`src/rtl/sudoku_input_ctrl.sv`:
```
// sudoku_input_ctrl: turns raw board buttons/switches into clean
// single-cycle commands for the 4x4 sudoku game core.
//
// Ports:
//   clk, reset         clock, asynchronous active-high reset
//   btn_up/down        raw buttons -> row_sel[0]/[1] pulses
//   btn_left/right     raw buttons -> col_sel[0]/[1] pulses
//   btn_enter/clear    raw buttons -> enter/clear pulses
//   btn_new            raw button  -> new_game pulse
//   sw_num[3:0]        raw number switches, captured into num_in on enter
//   row_sel/col_sel    direction pulses, bits [3:2] always 0
//   num_in             number presented with enter, held between enters
//   enter/clear/new_game  one-cycle action pulses, one at a time
//
// Optional feature: define SUDOKU_AUTOREPEAT_EN to give the four
// direction buttons hold-to-repeat behaviour.

module sudoku_input_ctrl #(
    parameter int DEBOUNCE_CYCLES = 1_000_000,
    parameter int CNT_W           = 20,
    parameter int REPEAT_DELAY    = 50_000_000,
    parameter int REPEAT_RATE     = 10_000_000,
    parameter int RPT_W           = 26
) (
    input  logic       clk,
    input  logic       reset,
    input  logic       btn_up,
    input  logic       btn_down,
    input  logic       btn_left,
    input  logic       btn_right,
    input  logic       btn_enter,
    input  logic       btn_clear,
    input  logic       btn_new,
    input  logic [3:0] sw_num,
    output logic [3:0] row_sel,
    output logic [3:0] col_sel,
    output logic [3:0] num_in,
    output logic       enter,
    output logic       clear,
    output logic       new_game
);

    // Button index: 0 up, 1 down, 2 left, 3 right, 4 enter, 5 clear, 6 new
    localparam int NB = 7;
    localparam logic [CNT_W-1:0] DB_MAX = CNT_W'(DEBOUNCE_CYCLES - 1);

    logic [NB-1:0]    raw;
    logic [NB-1:0]    s1_q;
    logic [NB-1:0]    s2_q;
    logic [NB-1:0]    deb_q;
    logic [NB-1:0]    deb_d;
    logic [NB-1:0]    prev_q;
    logic [NB-1:0]    press;
    logic [CNT_W-1:0] cnt_q [NB];
    logic [CNT_W-1:0] cnt_d [NB];
    logic [3:0]       sw_s1_q;
    logic [3:0]       sw_s2_q;

    logic [3:0] dir_ev;
    logic [1:0] row_q, row_d;
    logic [1:0] col_q, col_d;
    logic       enter_q, enter_d;
    logic       clear_q, clear_d;
    logic       new_q, new_d;
    logic [3:0] num_q, num_d;
    // pending action flags: [0] enter, [1] clear, [2] new
    logic [2:0] pend_q, pend_d;
    logic [2:0] act_eff;

    assign raw = {btn_new, btn_clear, btn_enter,
                  btn_right, btn_left, btn_down, btn_up};

    // Debounce: count consecutive mismatching cycles, flip on the last one.
    always_comb begin
        deb_d = deb_q;
        for (int i = 0; i < NB; i++) begin
            cnt_d[i] = '0;
            if (s2_q[i] != deb_q[i]) begin
                if (cnt_q[i] == DB_MAX) begin
                    deb_d[i] = s2_q[i];
                end else begin
                    cnt_d[i] = cnt_q[i] + 1'b1;
                end
            end
        end
    end

    assign press = deb_q & ~prev_q;

`ifdef SUDOKU_AUTOREPEAT_EN
    typedef enum logic [1:0] {
        R_IDLE,
        R_DELAY,
        R_REPEAT
    } rpt_e;

    localparam logic [RPT_W-1:0] DLY_MAX  = RPT_W'(REPEAT_DELAY - 1);
    localparam logic [RPT_W-1:0] RATE_MAX = RPT_W'(REPEAT_RATE - 1);

    rpt_e             st_q [4];
    rpt_e             st_d [4];
    logic [RPT_W-1:0] rc_q [4];
    logic [RPT_W-1:0] rc_d [4];
    logic [3:0]       rpt_ev;

    always_comb begin
        rpt_ev = '0;
        for (int i = 0; i < 4; i++) begin
            st_d[i] = st_q[i];
            rc_d[i] = rc_q[i];
            unique case (st_q[i])
                R_IDLE: begin
                    if (press[i]) begin
                        st_d[i] = R_DELAY;
                        rc_d[i] = '0;
                    end
                end
                R_DELAY: begin
                    if (!deb_q[i]) begin
                        st_d[i] = R_IDLE;
                        rc_d[i] = '0;
                    end else if (rc_q[i] == DLY_MAX) begin
                        rpt_ev[i] = 1'b1;
                        st_d[i]   = R_REPEAT;
                        rc_d[i]   = '0;
                    end else begin
                        rc_d[i] = rc_q[i] + 1'b1;
                    end
                end
                R_REPEAT: begin
                    if (!deb_q[i]) begin
                        st_d[i] = R_IDLE;
                        rc_d[i] = '0;
                    end else if (rc_q[i] == RATE_MAX) begin
                        rpt_ev[i] = 1'b1;
                        rc_d[i]   = '0;
                    end else begin
                        rc_d[i] = rc_q[i] + 1'b1;
                    end
                end
                default: begin
                    st_d[i] = R_IDLE;
                    rc_d[i] = '0;
                end
            endcase
        end
    end

    always_ff @(posedge clk or posedge reset) begin
        if (reset) begin
            for (int i = 0; i < 4; i++) begin
                st_q[i] <= R_IDLE;
                rc_q[i] <= '0;
            end
        end else begin
            for (int i = 0; i < 4; i++) begin
                st_q[i] <= st_d[i];
                rc_q[i] <= rc_d[i];
            end
        end
    end

    assign dir_ev = press[3:0] | rpt_ev;
`else
    logic unused_rpt_cfg;
    assign unused_rpt_cfg = ^{RPT_W[0], REPEAT_DELAY[0], REPEAT_RATE[0]};
    assign dir_ev = press[3:0];
`endif

    // Directions: opposite events in one cycle cancel.
    // Actions: new_game > enter > clear, new_game flushes the rest.
    always_comb begin
        row_d   = {dir_ev[1] & ~dir_ev[0], dir_ev[0] & ~dir_ev[1]};
        col_d   = {dir_ev[3] & ~dir_ev[2], dir_ev[2] & ~dir_ev[3]};
        act_eff = pend_q | {press[6], press[5], press[4]};
        new_d   = act_eff[2];
        enter_d = act_eff[0] & ~act_eff[2];
        clear_d = act_eff[1] & ~act_eff[0] & ~act_eff[2];
        pend_d  = act_eff & ~{new_d, clear_d, enter_d};
        if (new_d) begin
            pend_d = '0;
        end
        num_d = enter_d ? sw_s2_q : num_q;
    end

    always_ff @(posedge clk or posedge reset) begin
        if (reset) begin
            s1_q    <= '0;
            s2_q    <= '0;
            deb_q   <= '0;
            prev_q  <= '0;
            sw_s1_q <= '0;
            sw_s2_q <= '0;
            for (int i = 0; i < NB; i++) begin
                cnt_q[i] <= '0;
            end
            row_q   <= '0;
            col_q   <= '0;
            enter_q <= 1'b0;
            clear_q <= 1'b0;
            new_q   <= 1'b0;
            num_q   <= '0;
            pend_q  <= '0;
        end else begin
            s1_q    <= raw;
            s2_q    <= s1_q;
            deb_q   <= deb_d;
            prev_q  <= deb_q;
            sw_s1_q <= sw_num;
            sw_s2_q <= sw_s1_q;
            for (int i = 0; i < NB; i++) begin
                cnt_q[i] <= cnt_d[i];
            end
            row_q   <= row_d;
            col_q   <= col_d;
            enter_q <= enter_d;
            clear_q <= clear_d;
            new_q   <= new_d;
            num_q   <= num_d;
            pend_q  <= pend_d;
        end
    end

    assign row_sel  = {2'b00, row_q};
    assign col_sel  = {2'b00, col_q};
    assign num_in   = num_q;
    assign enter    = enter_q;
    assign clear    = clear_q;
    assign new_game = new_q;

endmodule

```
`config.mk`:
```
export PLATFORM = sky130hd
export DESIGN_NAME = sudoku_input_ctrl
export DESIGN_NICKNAME = d
export VERILOG_FILES = /design/src/rtl/sudoku_input_ctrl.sv
export SDC_FILE = /design/constraint.sdc
export NUM_CORES = 1
export LEC_CHECK = 0
export ABC_AREA = 1
export CAP_MARGIN = 40
export CELL_PAD_IN_SITES_DETAIL_PLACEMENT = 0
export CELL_PAD_IN_SITES_GLOBAL_PLACEMENT = 1
export CORE_MARGIN = 5
export CORE_UTILIZATION = 30
export DETAILED_ROUTE_END_ITERATION = 6
export DONT_BUFFER_PORTS = 1
export GPL_ROUTABILITY_DRIVEN = 0
export GPL_TIMING_DRIVEN = 0
export PLACE_DENSITY_LB_ADDON = 0.1
export SYNTH_ARGS = -nofsm -noshare
export SYNTH_HDL_FRONTEND = slang
export SYNTH_SLANG_ARGS = --single-unit
export TNS_END_PERCENT = 10
```
`constraint.sdc`:
```
create_clock -name clk -period 14.05 [get_ports clk]
set_input_delay 2.81 -clock clk [delete_from_list [all_inputs] [get_ports clk]]
set_output_delay 2.81 -clock clk [all_outputs]
set_load 0.01 [all_outputs]
```
==> impl_results.rst <==
.. list-table::
   :header-rows: 1

   * - Metric
     - Value
   * - Status
     - completed
   * - Synth top cells by count
     - sky130_fd_sc_hd__nor2_1 (269), sky130_fd_sc_hd__nand2_1 (212), sky130_fd_sc_hd__dfrtp_1 (189)
   * - Layout Area Growth over Synthesis
     - 12.5%
   * - Post-detailed-route count of antenna-violating nets
     - 0
   * - Count of mapped cells out of synthesis
     - around 1,200
   * - Clock tree from TritonCTS
     - done
   * - DP Wirelength
     - about 15,000 um
   * - Top cells by area, synth
     - sky130_fd_sc_hd__dfrtp_1 (49%), sky130_fd_sc_hd__nor2_1 (10%), sky130_fd_sc_hd__nand2_1 (8.2%)
   * - Worst Setup Start Kind
     - register
   * - Max-slew violations
     - 0
   * - Leakage power
     - around 4.6 nW
   * - Syn Std Cell Area
     - 0.00971 mm2
   * - Maximum clock insertion buffer count
     - 2
   * - RSZ-0062 raised after global routing
     - no
   * - Footprint of the flip-flops and latches
     - 0.00473 mm2
   * - Count leader, synth
     - sky130_fd_sc_hd__nor2_1
   * - Hold-fix buffer count after cts
     - 0
   * - Number of synthesized register bits
     - ~190
   * - Num CTS Buffers
     - 17
   * - Count of yosys warnings during synthesis
     - 0
   * - Share of post-route cells with drive strength above 1
     - 0.142
   * - Final hold viol count
     - 0
   * - Top fanout value on the critical path
     - 2
   * - Maximum clock rate
     - approximately 270 MHz
   * - Clock tree root driver cell
     - sky130_fd_sc_hd__clkbuf_16
   * - Post-detailed-route wirelength per cell
     - 13.2 um
   * - Crit share post-route
     - 0.261
   * - Cells resized by post-CTS repair
     - 0
   * - Total power
     - between 1 and 1.5 mW
   * - X dimension of the die
     - about 190 um
   * - Height of the chip
     - roughly 190 um
   * - Worst-Margin Slew
     - about 0.67 ns
   * - Antenna fix cells
     - 0
   * - IO Port Bufs
     - 0
   * - Total detailed-routing wirelength
     - roughly 22,000 um
   * - Vias in the first global route
     - ~7,400
   * - Via density per instance
     - 4.45
   * - Class of the tightest hold or removal check
     - register to register
   * - Unique masters post-synth
     - 36
   * - Post-synth top flop
     - sky130_fd_sc_hd__dfrtp_1
   * - Slew Limit Headroom
     - 0.549
   * - Sequential cell area fraction in the yosys report
     - 0.487
   * - Synth area leader
     - sky130_fd_sc_hd__dfrtp_1
   * - Largest net degree at the start of global routing
     - 101
   * - Post-detailed-route DRC marker count
     - 0
   * - Core Util, Final
     - 0.344
   * - Total setup violations reported at the end of the flow
     - 0
   * - Required @ worst endpoint
     - ~11 ns
   * - Number of violations of the max-capacitance limit
     - 0
   * - I/O pin count
     - 28
   * - Row count
     - 65
   * - Clock transition at path regs
     - 0.07 ns
   * - Fraction of post-synthesis cell area in the top cell type by area
     - 0.487
   * - Worst path arrival time
     - about 0.86 ns
   * - Insertion delay to the later sink of the worst-skew pair
     - roughly 0.44 ns
   * - Pre-Repair DR Iteration Count
     - 4
   * - Global-route usage over all layers
     - 0.127
   * - Number of violations reported at the end of detailed-routing iteration 0
     - 366
   * - H-tree depth
     - 4
   * - GR Overflow Total
     - 0
   * - Mean instance size in the synthesized netlist
     - about 8.2 um2
   * - Combined area of the multi-input logic cells
     - 0.00449 mm2
   * - Critical path start-end classification
     - register to output pin
   * - Post-layout net count
     - about 1,200
   * - Flop2flop setup slack
     - 12.49 ns
   * - Wire length of the first global-routing pass
     - roughly 37,000 um
   * - Endpoint kind of the worst setup timing path
     - output pin
   * - Share of synthesized flip-flops with an asynchronous set or reset
     - 1.00
   * - Crit path time final
     - ~3.7 ns
   * - Worst clock skew
     - about 0.01 ns
   * - Final TNS setup
     - 0 ns
   * - Post-synth EDFFs
     - 0
   * - TritonCTS Sinks
     - between 150 and 200
   * - Final worst hold slack
     - ~0.35 ns
   * - Initial antenna violation count
     - 0
   * - Cell Pwr Density
     - 105 mW/mm2
   * - Effective utilization at floorplan
     - 0.306
   * - Total number of vias
     - 7,219
   * - Number of buffers inserted by post-CTS setup repair
     - 0
   * - Core Box Area
     - between 0.03 and 0.04 mm2
   * - Die area
     - ~0.036 mm2
   * - Count of filler cells inserted in the layout
     - ~3,400
   * - IR drop worst, VDD
     - approximately 0.084 mV
worst paths after layout:
kind	start	to	cells after the start
worst min-delay path	sw_s1_q[1]$_DFF_PP0_	sw_s2_q[1]$_DFF_PP0_	0
max in group asynchronous	reset	cnt_q[116]$_DFF_PP0_	2
worst min register to register	sw_s1_q[1]$_DFF_PP0_	sw_s2_q[1]$_DFF_PP0_	0
min in group asynchronous	reset	num_in[1]$_DFFE_PP0P_	1
worst max register to register	cnt_q[20]$_DFF_PP0_	cnt_q[20]$_DFF_PP0_	6
worst max-delay path	num_in[0]$_DFFE_PP0P_	num_in[0]	0
per-layer routing:
layer / vias to the layer above / track usage / wire length (um)
met3: 23 / 0.0264 / 536
met5: - / 0 / 0
met2: 72 / 0.206 / 9900
li1: 3769 / - / -
met1: 3355 / 0.171 / 10800
met4: 0 / 0.0370 / 287
power by group:
part           internal (mW)  switching [mW]
Clock                  0.328           0.224
Combinational        0.00978          0.0274
Sequential             0.553         0.00671
cells in the final DEF, fill, tap and decap left out, types with 4 or more instances in the layout:
| cell | instances |
|---|---|
| sky130_fd_sc_hd__a21oi_1 | 19 |
| sky130_fd_sc_hd__buf_4 | 4 |
| sky130_fd_sc_hd__bufinv_16 | 5 |
| sky130_fd_sc_hd__clkbuf_16 | 17 |
| sky130_fd_sc_hd__conb_1 | 5 |
| sky130_fd_sc_hd__dfrtp_1 | 189 |
| sky130_fd_sc_hd__ha_1 | 7 |
| sky130_fd_sc_hd__inv_1 | 101 |
| sky130_fd_sc_hd__inv_2 | 18 |
| sky130_fd_sc_hd__nand2_1 | 212 |
| sky130_fd_sc_hd__nand2_2 | 34 |
| sky130_fd_sc_hd__nand3_1 | 95 |
| sky130_fd_sc_hd__nand3_2 | 12 |
| sky130_fd_sc_hd__nand3b_1 | 6 |
| sky130_fd_sc_hd__nand4_1 | 23 |
| sky130_fd_sc_hd__nor2_1 | 269 |
| sky130_fd_sc_hd__nor2_2 | 42 |
| sky130_fd_sc_hd__nor2_4 | 15 |
| sky130_fd_sc_hd__nor3_1 | 15 |
| sky130_fd_sc_hd__o21ai_0 | 11 |
| sky130_fd_sc_hd__o21ai_1 | 20 |
| sky130_fd_sc_hd__o21bai_1 | 4 |
| sky130_fd_sc_hd__xnor2_1 | 21 |
| sky130_fd_sc_hd__xor2_1 | 44 |
| sky130_fd_sc_hd__xor2_2 | 4 |
area by class of cell:
class / instances / share of cell area
timing repair buffer: 1 / 0.00252
clock inverter: 12 / 0.0190
buffer: 6 / 0.00367
clock buffer: 20 / 0.0418
multi-input combinational: 873 / 0.411
tap: 402 / 0.0460
sequential: 189 / 0.433
inverter: 121 / 0.0427
sequential cells by signal, indices dropped and copies added (netlist names), 2 cells and up:
register and flops:
s2_q 7, sw_s1_q 4, s1_q 7, pend_q 2, row_q 2, cnt_q 140
deb_q 7, prev_q 7, col_q 2, sw_s2_q 4, num_in 4
metrics by stage:
step                      std cells  worst slack (ns)  cell area, um2
final                          1624             10.38           10900
after global routing           1624             10.33           10900
after CTS                      1624             10.34           10900
after detailed placement       1592             10.24           10300
after global placement         1591              3.31           10200
after floorplan                1189              6.10            9720
logic make-up (layout without fill, tap and decap cells):
kind of cell             Yosys count  count (layout)  share of synthesized area
AO/OA/AOI/OAI                     57              57                     0.0329
XOR/XNOR                          70              70                     0.0670
adder cells (fa/ha/maj)            7               7                    0.00902
buffers and inverters            127             160                     0.0514
flip-flops                       189             189                      0.487
other                              1               5                   0.000386
AND/OR/NAND/NOR                  734             734                      0.352
Power figures use the tool's default switching activity.
